`src/rtl/systolic_ctrl.sv`:
```
// rtl/systolic_ctrl.sv - tile sequencer for the 4x4 weight-stationary systolic array
// Optional feature macro: SYSTOLIC_CTRL_PERF_EN adds perf_cycles (accept-to-done cycle count).
module systolic_ctrl #(
  parameter int N     = 4,
  parameter int VEC_W = 16
) (
  input  logic               clk,
  input  logic               rst,
  // tile command
  input  logic               cmd_valid,
  output logic               cmd_ready,
  input  logic [VEC_W-1:0]   cmd_num_vec,
  input  logic [2:0]         cmd_col_size,
  // weight row stream
  input  logic               w_valid,
  output logic               w_ready,
  input  logic [16*N-1:0]    w_data,
  // input vector stream
  input  logic               in_valid,
  output logic               in_ready,
  input  logic [16*N-1:0]    in_data,
  // array top edge
  output logic [15:0]        sys_weight_in_11,
  output logic [15:0]        sys_weight_in_12,
  output logic [15:0]        sys_weight_in_13,
  output logic [15:0]        sys_weight_in_14,
  output logic               sys_accept_w_1,
  output logic               sys_accept_w_2,
  output logic               sys_accept_w_3,
  output logic               sys_accept_w_4,
  output logic               sys_switch_in,
  // array left edge
  output logic [15:0]        sys_data_in_11,
  output logic [15:0]        sys_data_in_21,
  output logic [15:0]        sys_data_in_31,
  output logic [15:0]        sys_data_in_41,
  output logic               sys_start_1,
  output logic               sys_start_2,
  output logic               sys_start_3,
  output logic               sys_start_4,
  // array bottom edge
  input  logic [N-1:0]       sys_valid_out_4,
  // array configuration
  output logic [15:0]        ub_rd_col_size_out,
  output logic               ub_rd_col_size_valid_out,
  // status
`ifdef SYSTOLIC_CTRL_PERF_EN
  output logic [31:0]        perf_cycles,
`endif
  output logic               done,
  output logic               err
);

  typedef enum logic [2:0] {
    S_IDLE,
    S_CFG,
    S_LOAD_W,
    S_SWITCH,
    S_STREAM,
    S_DRAIN,
    S_DONE
  } state_t;

  state_t             r_state;
  logic [VEC_W-1:0]   r_num_vec;
  logic [1:0]         r_col_idx;      // col_size-1: which bottom-row valid bit to count
  logic [2:0]         r_w_cnt;
  logic [VEC_W-1:0]   r_iss_cnt;
  logic [VEC_W-1:0]   r_res_cnt;
  logic               r_cmd_ready;
  logic               r_w_ready;
  logic               r_in_ready;
  logic               r_cfg_vld;
  logic [15:0]        r_col_out;
  logic               r_switch;
  logic               r_done;
  logic               r_err;
  logic [N-1:0]       r_accept_w;
  logic [16*N-1:0]    r_weight;

  // skew pipeline: stage 0 holds the whole accepted vector, deeper rows add delay
  logic [16*N-1:0]    r_s0_data;
  logic               r_s0_vld;
  logic [15:0]        r_r2_d;
  logic               r_r2_v;
  logic [15:0]        r_r3_d [2];
  logic [1:0]         r_r3_v;
  logic [15:0]        r_r4_d [3];
  logic [2:0]         r_r4_v;

  logic               w_cmd_acc;
  logic               w_col_ok;
  logic               w_w_beat;
  logic               w_in_beat;
  logic               w_res_hit;
  logic [VEC_W-1:0]   w_res_next;
  logic [VEC_W-1:0]   w_iss_next;

  assign w_cmd_acc  = cmd_valid && r_cmd_ready;
  assign w_col_ok   = (cmd_col_size != 3'd0) && (cmd_col_size <= 3'd4);
  assign w_w_beat   = w_valid && r_w_ready;
  assign w_in_beat  = in_valid && r_in_ready;
  // once the count reaches num_vec further pulses are ignored
  assign w_res_hit  = (r_state == S_DRAIN) && sys_valid_out_4[r_col_idx] &&
                      (r_res_cnt != r_num_vec);
  assign w_res_next = r_res_cnt + {{(VEC_W-1){1'b0}}, w_res_hit};
  assign w_iss_next = r_iss_cnt + {{(VEC_W-1){1'b0}}, 1'b1};

  // tile sequencer: state, counters and all registered control outputs
  always_ff @(posedge clk or posedge rst) begin
    if (rst) begin
      r_state     <= S_IDLE;
      r_num_vec   <= '0;
      r_col_idx   <= '0;
      r_w_cnt     <= '0;
      r_iss_cnt   <= '0;
      r_res_cnt   <= '0;
      r_cmd_ready <= 1'b1;
      r_w_ready   <= 1'b0;
      r_in_ready  <= 1'b0;
      r_cfg_vld   <= 1'b0;
      r_col_out   <= '0;
      r_switch    <= 1'b0;
      r_done      <= 1'b0;
      r_err       <= 1'b0;
      r_accept_w  <= '0;
      r_weight    <= '0;
    end else begin
      r_cfg_vld  <= 1'b0;
      r_switch   <= 1'b0;
      r_done     <= 1'b0;
      r_err      <= 1'b0;
      r_accept_w <= '0;
      case (r_state)
        S_IDLE: begin
          if (w_cmd_acc) begin
            if (w_col_ok) begin
              r_num_vec   <= cmd_num_vec;
              r_col_idx   <= cmd_col_size[1:0] - 2'd1;
              r_col_out   <= {13'd0, cmd_col_size};
              r_cfg_vld   <= 1'b1;
              r_cmd_ready <= 1'b0;
              r_state     <= S_CFG;
            end else begin
              // illegal column count: flag it and stay idle, array untouched
              r_err <= 1'b1;
            end
          end
        end
        S_CFG: begin
          r_w_cnt   <= '0;
          r_w_ready <= 1'b1;
          r_state   <= S_LOAD_W;
        end
        S_LOAD_W: begin
          if (w_w_beat) begin
            r_weight   <= w_data;
            r_accept_w <= '1;
            r_w_cnt    <= r_w_cnt + 3'd1;
            if (r_w_cnt == 3'd3) begin
              r_w_ready <= 1'b0;
              r_state   <= S_SWITCH;
            end
          end
        end
        S_SWITCH: begin
          // the fourth weight row is shifting in this cycle; switch afterwards
          r_switch  <= 1'b1;
          r_iss_cnt <= '0;
          r_res_cnt <= '0;
          if (r_num_vec == '0) begin
            r_state <= S_DRAIN;
          end else begin
            r_in_ready <= 1'b1;
            r_state    <= S_STREAM;
          end
        end
        S_STREAM: begin
          if (w_in_beat) begin
            r_iss_cnt <= w_iss_next;
            if (w_iss_next == r_num_vec) begin
              r_in_ready <= 1'b0;
              r_state    <= S_DRAIN;
            end
          end
        end
        S_DRAIN: begin
          r_res_cnt <= w_res_next;
          if (w_res_next == r_num_vec) begin
            r_state <= S_DONE;
          end
        end
        S_DONE: begin
          r_done      <= 1'b1;
          r_cmd_ready <= 1'b1;
          r_state     <= S_IDLE;
        end
        default: begin
          r_w_ready   <= 1'b0;
          r_in_ready  <= 1'b0;
          r_cmd_ready <= 1'b1;
          r_state     <= S_IDLE;
        end
      endcase
    end
  end

  // input skew: row r leaves r-1 cycles after row 1, start bits travel alongside
  always_ff @(posedge clk or posedge rst) begin
    if (rst) begin
      r_s0_data <= '0;
      r_s0_vld  <= 1'b0;
      r_r2_d    <= '0;
      r_r2_v    <= 1'b0;
      r_r3_d[0] <= '0;
      r_r3_d[1] <= '0;
      r_r3_v    <= '0;
      r_r4_d[0] <= '0;
      r_r4_d[1] <= '0;
      r_r4_d[2] <= '0;
      r_r4_v    <= '0;
    end else begin
      // bubbles hold the last vector so the array sees stable data with start=0
      r_s0_vld <= w_in_beat;
      if (w_in_beat) begin
        r_s0_data <= in_data;
      end
      r_r2_d    <= r_s0_data[31:16];
      r_r2_v    <= r_s0_vld;
      r_r3_d[0] <= r_s0_data[47:32];
      r_r3_d[1] <= r_r3_d[0];
      r_r3_v    <= {r_r3_v[0], r_s0_vld};
      r_r4_d[0] <= r_s0_data[63:48];
      r_r4_d[1] <= r_r4_d[0];
      r_r4_d[2] <= r_r4_d[1];
      r_r4_v    <= {r_r4_v[1:0], r_s0_vld};
    end
  end

`ifdef SYSTOLIC_CTRL_PERF_EN
  logic [31:0] r_perf;
  logic        r_perf_run;

  // accept-to-done cycle counter, inclusive of both ends, saturating
  always_ff @(posedge clk or posedge rst) begin
    if (rst) begin
      r_perf     <= '0;
      r_perf_run <= 1'b0;
    end else if (w_cmd_acc && w_col_ok) begin
      r_perf     <= 32'd1;
      r_perf_run <= 1'b1;
    end else if (w_cmd_acc) begin
      r_perf     <= '0;
      r_perf_run <= 1'b0;
    end else if (r_perf_run) begin
      if (r_perf != 32'hFFFF_FFFF) begin
        r_perf <= r_perf + 32'd1;
      end
      if (r_done) begin
        r_perf_run <= 1'b0;
      end
    end
  end

  assign perf_cycles = r_perf;
`endif

  assign cmd_ready                = r_cmd_ready;
  assign w_ready                  = r_w_ready;
  assign in_ready                 = r_in_ready;
  assign sys_weight_in_11         = r_weight[15:0];
  assign sys_weight_in_12         = r_weight[31:16];
  assign sys_weight_in_13         = r_weight[47:32];
  assign sys_weight_in_14         = r_weight[63:48];
  assign sys_accept_w_1           = r_accept_w[0];
  assign sys_accept_w_2           = r_accept_w[1];
  assign sys_accept_w_3           = r_accept_w[2];
  assign sys_accept_w_4           = r_accept_w[3];
  assign sys_switch_in            = r_switch;
  assign sys_data_in_11           = r_s0_data[15:0];
  assign sys_data_in_21           = r_r2_d;
  assign sys_data_in_31           = r_r3_d[1];
  assign sys_data_in_41           = r_r4_d[2];
  assign sys_start_1              = r_s0_vld;
  assign sys_start_2              = r_r2_v;
  assign sys_start_3              = r_r3_v[1];
  assign sys_start_4              = r_r4_v[2];
  assign ub_rd_col_size_out       = r_col_out;
  assign ub_rd_col_size_valid_out = r_cfg_vld;
  assign done                     = r_done;
  assign err                      = r_err;

endmodule

```
`config.mk`:
```
export PLATFORM = sky130hd
export DESIGN_NAME = systolic_ctrl
export DESIGN_NICKNAME = d
export VERILOG_FILES = /design/src/rtl/systolic_ctrl.sv
export SDC_FILE = /design/constraint.sdc
export NUM_CORES = 1
export LEC_CHECK = 0
export ABC_AREA = 1
export ABC_CLOCK_PERIOD_IN_PS = 22600
export CAP_MARGIN = 0
export CORE_ASPECT_RATIO = 0.75
export CORE_MARGIN = 1
export CORE_UTILIZATION = 54
export CTS_BUF_LIST = sky130_fd_sc_hd__clkbuf_8
export CTS_CLUSTER_SIZE = 20
export DETAILED_ROUTE_END_ITERATION = 10
export PLACE_DENSITY = 0.88
export SLEW_MARGIN = 20
export SYNTH_ARGS = -nofsm -noshare
export SYNTH_HDL_FRONTEND = slang
export SYNTH_SLANG_ARGS = --single-unit
```
`constraint.sdc`:
```
create_clock -name clk -period 22.6 [get_ports clk]
set_input_delay 6.78 -clock clk [delete_from_list [all_inputs] [get_ports clk]]
set_output_delay 6.78 -clock clk [all_outputs]
set_load 0.01 [all_outputs]
```
==> flow_metrics.py, run 1 <==
metrics = {
    "sta": {
        "clock.fmax_mhz": 107.0,
        "fin_crit_ns": 9.348,
        "setup_violations": 0,
        "worstMarginPinSlew_ns": 0.9490,
        "slew_headroom_pct": 36.73,
        "finalCritPeriodShare_pct": 41.36,
        "setup_tns_ns": 0,
        "hold_violations": 0,
        "whs_ns": 0.3416,
        "rsz0062_at_grt": "false",
        "skew_ns": 0.02733,
        "slew_viol_final": 0,
    },
    "clock_tree": {
        "post_cts_buffers": 0,
        "clock-root-buffer": "clkbuf_8",
        "cts.sinks": 295,
        "cts_tree": "built",
        "ctsHtreeMaxLevel": 2,
        "ctsLongestPathBuffers": 3,
        "clk_latency_ns": 0.56,
        "cts.clk_slew.worst_paths_ns": 0.06,
        "cts.repair.resized": 0,
        "cts_hold_buffers": 0,
        "cts_buffers": 45,
    },
    "worst_hold_path": {
        "hold_start": "r_r4_d[29]$_DFF_PP0_",
        "hp-class": "flip-flop to flip-flop",
        "whs_path_depth": 0,
        "min_to": "sys_data_in_41[13]$_DFF_PP0_",
    },
    "power_and_ir_drop": {
        "ir_drop_uv": 81.96,
        "total_power_mw": 1.939,
        "power_per_cell_area_nw_per_um2": 122.5,
        "p_leak_nw": 7.850,
    },
    "setup_path": {
        "worst_r2r_path_depth": 17,
        "crit_path_max_incr_delay_ns": 0.47,
        "required_ns": 23.04,
        "arrival_ns": 9.79,
        "rr_endpoint": "r_state[1]$_DFFE_PP0P_",
        "worst_setup_path_start_kind": "input port",
        "crit_top_cell": "nand2_1",
        "r2r_start": "r_res_cnt[11]$_DFFE_PP0P_",
        "crit_slowest_cell": "clkdlybuf4s50_1",
        "cp-end-kind": "flip-flop",
        "path_cells": "clkdlybuf4s50_1 -> nor2_1 -> o32ai_1 -> nand2_1 -> a31oi_1 -> ha_1 -> nand2_2 -> nor2_2 -> nand2_4 -> clkinv_2 -> nand2_1 -> nand3_1 -> nand3_1 -> nor3_1 -> nand2_1 -> a21oi_2 -> nand2_1 -> nand2_1 -> nand2_1",
        "criticalPathCategory": "input port to flip-flop",
        "cp_max_fo": 7,
        "r2r_slack_ns": 19.38,
    },
    "detailed_routing": {
        "first_iter_violations": 514,
        "routed_wl_mm": 31.00,
        "dr.pass1.iters": 5,
        "drc": 0,
        "num_vias": 9652,
        "drt-vias-per-instance": 5.059,
        "routedWlPerCell_um": 16.25,
        "final_antenna_net_count": 0,
    },
    "placed_design": {
        "dp.final_hpwl_mm": 21.38,
        "gp_congestion": 0.9090,
        "port_buffers": 301,
    },
    "global_routing": {
        "grt_pass1_vias": 9676,
        "track_usage_pct": 27.36,
        "grt_start_max_net_pins": 143,
        "grt-busiest-layer": "met2",
        "grtUsageMet3_pct": 7.784,
        "met2_usage_pct": 45.46,
        "overflow": 0,
        "grtUsageMet1_pct": 34.50,
        "antenna_found_initial": 0,
        "grt_pass1_wl_mm": 49.58,
    },
    "finish": {
        "register_area_um2": 7383,
        "nets": 1745,
        "drive_gt1_share_pct": 6.444,
        "reg_top3": "r_s0_data (64), r_weight (64), r_r4_d (32)",
        "fillers": 1537,
        "diodes": 0,
        "syn_to_final_growth_pct": 30.85,
        "multi_input_area_um2": 3806,
        "post-route-util_pct": 71.95,
    },
    "floorplan": {
        "start_util_pct": 54.98,
        "die_h_um": 131.6,
        "io_pins": 315,
        "std_cell_rows": 47,
        "die-area_um2": 23000,
        "die_w_um": 174.8,
        "core_um2": 21990,
    },
    "logic_synthesis": {
        "ys_types": 49,
        "yosysSeqAreaShare_pct": 61.06,
        "avgSynthCellArea_um2": 9.168,
        "syn-instance-count": 1319,
        "synth-seq-cells": 295,
        "ys_warn_count": 0,
        "syn_area_um2": 12090,
    },
    "run_status": {
        "outcome": "finished, final reports clean",
    },
    "job": {
        "cap_violations": 0,
    },
}
[stage by stage]
step                area (um2)  worst slack [ns]  std cells
global placement         14930             12.86       1830
global route             15820             13.00       1908
detailed placement       14930             12.74       1830
finish                   15820             13.25       1908
CTS                      15820             13.32       1908
floorplan                12140             7.674       1331
[cell families after synthesis]
group | count (synthesis) | synth area share (%)
compound gates | 75 | 3.839
flops | 295 | 61.06
buf+inv | 183 | 7.925
mux | 1 | 0.09311
xor+xnor | 21 | 1.521
other cells | 1 | 0.03101
simple gates | 737 | 24.91
fa+ha+maj | 6 | 0.6208
[final cells by class]
class	count	area share, %
Sequential cell	295	46.66
Multi-Input combinational cell	853	24.05
Timing Repair Buffer	308	19.40
Clock buffer	53	4.610
Tap cell	294	2.325
Inverter	80	1.961
Clock inverter	25	0.9963
[how the worst max path moves through the flow]
stage                        from                     end  slack [ns]  cells after the start
6_report       sys_valid_out_4[0]  r_state[1]$_DFFE_PP0P_       13.25                     19
5_1_grt        sys_valid_out_4[0]  r_state[1]$_DFFE_PP0P_       13.00                     19
3_5_place_dp   sys_valid_out_4[0]  r_state[1]$_DFFE_PP0P_       12.74                     19
3_3_place_gp   sys_valid_out_4[0]  r_state[1]$_DFFE_PP0P_       12.86                     19
2_1_floorplan                 rst          done$_DFF_PP0_        7.67                      1
4_1_cts        sys_valid_out_4[0]  r_state[1]$_DFFE_PP0P_       13.32                     19
[Yosys cell counts (all sizes together)]
cell type,n,share of area (%)
a22o,1,0.072
or2,2,0.10
o22ai,20,1.0
ha,6,0.62
inv,78,2.4
a21oi,4,0.20
o21ai,37,1.6
conb,1,0.031
clkinv,2,0.072
xnor2,11,0.80
xor2,10,0.72
a2111oi,2,0.14
o21a,1,0.062
o2111ai,1,0.072
o32ai,1,0.072
buf,81,4.7
nand3b,4,0.28
nand3,64,2.7
a31oi,2,0.10
dfstp,1,0.22
nor4,5,0.26
nand2,592,19
clkbuf,22,0.69
a22oi,2,0.12
dfrtp,294,61
nor3,4,0.26
nand4,8,0.41
mux2,1,0.093
o31ai,1,0.062
nor2,58,2.3
a32o,1,0.083
o21bai,1,0.16
o211ai,1,0.062
[worst max-delay path, delay by kind of cell]
kind / cells / cell delay [ns]
buf+inv: 2 / 0.54
simple gates: 13 / 1.34
compound gates: 3 / 0.85
fa+ha+maj: 1 / 0.28
[cell usage in the layout (no fill, tap or decap), drive strengths merged, types with 2 or more instances in the layout]
| cell | instances |
|---|---|
| inv | 96 |
| nand4 | 8 |
| xor2 | 10 |
| buf | 7 |
| nor4 | 5 |
| or2 | 2 |
| nand2 | 592 |
| a31oi | 2 |
| nand3 | 64 |
| xnor2 | 11 |
| nor2 | 58 |
| conb | 13 |
| clkbuf | 53 |
| nor3 | 4 |
| clkinv | 8 |
| ha | 6 |
| a21oi | 4 |
| clkdlybuf4s50 | 301 |
| nand3b | 4 |
| dfrtp | 294 |
| o21ai | 37 |
| o22ai | 20 |
| a22oi | 2 |
| a2111oi | 2 |
[metal layers]
layer	routed length, um	vias to the layer above
met5	0	-
met4	872	0
met3	2623	71
met2	14810	434
met1	12690	4564
li1	-	4583
[power breakdown]
group | total (mW) | switching [mW] | internal, mW
clock network | 0.430 | 0.203 | 0.227
registers | 0.864 | 0.125 | 0.739
logic | 0.644 | 0.329 | 0.315
total | 1.94 | 0.657 | 1.28
Note: power is estimated with default switching activity, not from simulation.
==> run 2, diff against run 1 <==
--- a/config.mk
+++ b/config.mk
@@ -6,15 +6,15 @@
 export NUM_CORES = 1
 export LEC_CHECK = 0
 export ABC_AREA = 1
-export ABC_CLOCK_PERIOD_IN_PS = 22600
+export ABC_CLOCK_PERIOD_IN_PS = 8100
 export CAP_MARGIN = 0
 export CORE_ASPECT_RATIO = 0.75
 export CORE_MARGIN = 1
-export CORE_UTILIZATION = 54
+export CORE_UTILIZATION = 46
 export CTS_BUF_LIST = sky130_fd_sc_hd__clkbuf_8
 export CTS_CLUSTER_SIZE = 20
 export DETAILED_ROUTE_END_ITERATION = 10
-export PLACE_DENSITY = 0.88
+export PLACE_DENSITY = 0.8
 export SLEW_MARGIN = 20
 export SYNTH_ARGS = -nofsm -noshare
 export SYNTH_HDL_FRONTEND = slang
==> constraint.sdc (replaced) <==
create_clock -name clk -period 8.1 [get_ports clk]
set_input_delay 2.43 -clock clk [delete_from_list [all_inputs] [get_ports clk]]
set_output_delay 2.43 -clock clk [all_outputs]
set_load 0.01 [all_outputs]
==> run 2 against run 1 <==
Against the previous run: combinational power grew to 2.8 times the previous value; first-iteration DRC count is 22% higher; count of clock-buffer cells in the layout is 6 higher; critical endpoint unchanged; via count is 1.0% lower; largest cell class unchanged; total power grew to 2.8 times the previous value; sequential power grew to 2.8 times the previous value; sequential share of layout area is 0.45 points lower; critical path depth stayed put; clock skew is 0.0042 ns lower; worst hold slack better by 0.0041 ns; flip-flop and latch count stayed put.
==> flow_metrics.py, run 2 (synthesis gave the netlist of run 1 again) <==
metrics = {
    "run_status": {
        "outcome": "finished, final reports clean",
    },
    "sta": {
        "finalCritPeriodShare_pct": 60.79,
        "rsz0062_at_grt": "false",
        "slew_headroom_pct": 36.51,
        "skew_ns": 0.02318,
        "whs_ns": 0.3457,
        "setup_tns_ns": 0,
        "setup_violations": 0,
        "fin_crit_ns": 4.924,
        "worstMarginPinSlew_ns": 0.9524,
        "fin_ws_ns": 3.176,
        "hold_violations": 0,
        "slew_viol_final": 0,
        "clock.fmax_mhz": 203.1,
    },
    "setup_path": {
        "criticalPathCategory": "input port to flip-flop",
        "arrival_ns": 5.37,
        "cp_max_fo": 4,
        "worst_r2r_path_depth": 20,
        "worst_setup_path_start_kind": "input port",
        "cp-end-kind": "flip-flop",
        "required_ns": 8.55,
    },
    "floorplan": {
        "core_um2": 25400,
        "std_cell_rows": 50,
        "io_pins": 315,
        "die_w_um": 189.2,
        "start_util_pct": 47.61,
        "die_h_um": 142.4,
        "die-area_um2": 26950,
    },
    "clock_tree": {
        "clock-root-buffer": "clkbuf_8",
        "cts_tree": "built",
        "cts.sinks": 295,
        "ctsLongestPathBuffers": 3,
        "cts.clk_slew.worst_paths_ns": 0.07,
        "clk_latency_ns": 0.57,
        "cts_buffers": 45,
        "cts.repair.resized": 0,
        "ctsHtreeMaxLevel": 2,
        "post_cts_buffers": 0,
        "cts_hold_buffers": 0,
    },
    "worst_hold_path": {
        "hp-class": "flip-flop to flip-flop",
        "whs_path_depth": 0,
    },
    "placed_design": {
        "dp.final_hpwl_mm": 21.59,
        "dpl_worst_slack_ns": 2.616,
        "gp_congestion": 0.9052,
        "port_buffers": 301,
    },
    "global_routing": {
        "grt_start_max_net_pins": 126,
        "track_usage_pct": 23.02,
        "grt_pass1_wl_mm": 48.83,
        "antenna_found_initial": 1,
        "overflow": 0,
        "grt_pass1_vias": 9537,
    },
    "power_and_ir_drop": {
        "ir_drop_uv": 261.2,
        "p_leak_nw": 7.880,
        "power_per_cell_area_nw_per_um2": 342.2,
    },
    "detailed_routing": {
        "routedWlPerCell_um": 15.70,
        "final_antenna_net_count": 0,
        "dr.pass1.iters": 5,
        "drc": 0,
        "drt-vias-per-instance": 4.871,
        "num_vias": 9552,
        "first_iter_violations": 626,
        "routed_wl_mm": 30.79,
    },
    "finish": {
        "final_cell_mix": "586 x nand2_1, 301 x clkdlybuf4s50_1, 294 x dfrtp_1, 89 x inv_1, 62 x nand3_1",
        "syn_to_final_growth_pct": 32.13,
        "nets": 1746,
        "reg_top3": "r_s0_data (64), r_weight (64), r_r4_d (32)",
        "drive_gt1_share_pct": 7.033,
        "layout.cells.most_common": "nand2_1",
    },
    "job": {
        "cap_violations": 0,
    },
}
## run 2: cell count changes in the layout (fill, tap and decap cells not counted), moves of 2 or more
cell | previous run | this run
inv_1 | 92 | 89
clkinvlp_4 | 0 | 3
inv_6 | 0 | 2
clkbuf_8 | 53 | 59
diode_2 | 0 | 2
inv_8 | 2 | 0
## run 2: final timing paths
kind                                            end              startpoint  slack (ns)
setup / recovery             r_state[1]$_DFFE_PP0P_      sys_valid_out_4[0]        3.18
hold / removal                 r_r4_d[26]$_DFF_PP0_    r_r4_d[42]$_DFF_PP0_        0.35
setup reg to reg             r_state[1]$_DFFE_PP0P_  r_state[1]$_DFFE_PP0P_        4.96
hold reg to reg                r_r4_d[26]$_DFF_PP0_    r_r4_d[42]$_DFF_PP0_        0.35
max in group asynchronous  r_weight[18]$_DFFE_PP0P_                     rst        4.32
min in group asynchronous      r_r4_d[25]$_DFF_PP0_                     rst        2.36
## run 2: layout make-up
type                       count  area [um2]
multi-input combinational    853        3806
antenna                        2       5.005
tap                          338       422.9
clock inverter                25       156.4
clock buffer                  59       812.0
timing repair buffer         309        3085
fill                        2089        9422
sequential                   295        7383
inverter                      80       306.5
## run 2: metal layers
metal  track usage (%)  share of wire, %  up-vias
li1                  -                 -     4587
met1             29.11                41     4504
met2             35.80                45      403
met3             8.851                10       58
met4             8.998               2.9        0
met5                 0                 0        -
## run 2: per-stage QoR
stage               power, mW  utilization [%]  instances  cell area (um2)
finish                  5.468            62.91       1961            15980
global route            5.823            62.90       1960            15980
CTS                     5.523            62.88       1959            15970
detailed placement      4.211            59.07       1875            15000
global placement        4.151            59.07       1875            15000
floorplan               3.374                -       1331            12140
## run 2: critical path: stages
cell and delay (ns):
clkdlybuf4s50_1 0.46, nor2_1 0.04, o32ai_1 0.39, nand2_1 0.11, a31oi_1 0.22, ha_1 0.25
nand3_1 0.14, nor2_2 0.28, nand3_1 0.16, nand2_1 0.09, nand2_1 0.05, nor2_1 0.13
nand3_1 0.08, nor2_1 0.10, nand2_1 0.08, a21oi_2 0.18, nand2_1 0.07, nand2_1 0.06
nand2_1 0.05
## run 2: report_power, final
part / total (mW) / internal, mW / switching [mW]
registers: 2.40 / 2.06 / 0.341
clock network: 1.28 / 0.694 / 0.589
logic: 1.78 / 0.880 / 0.902
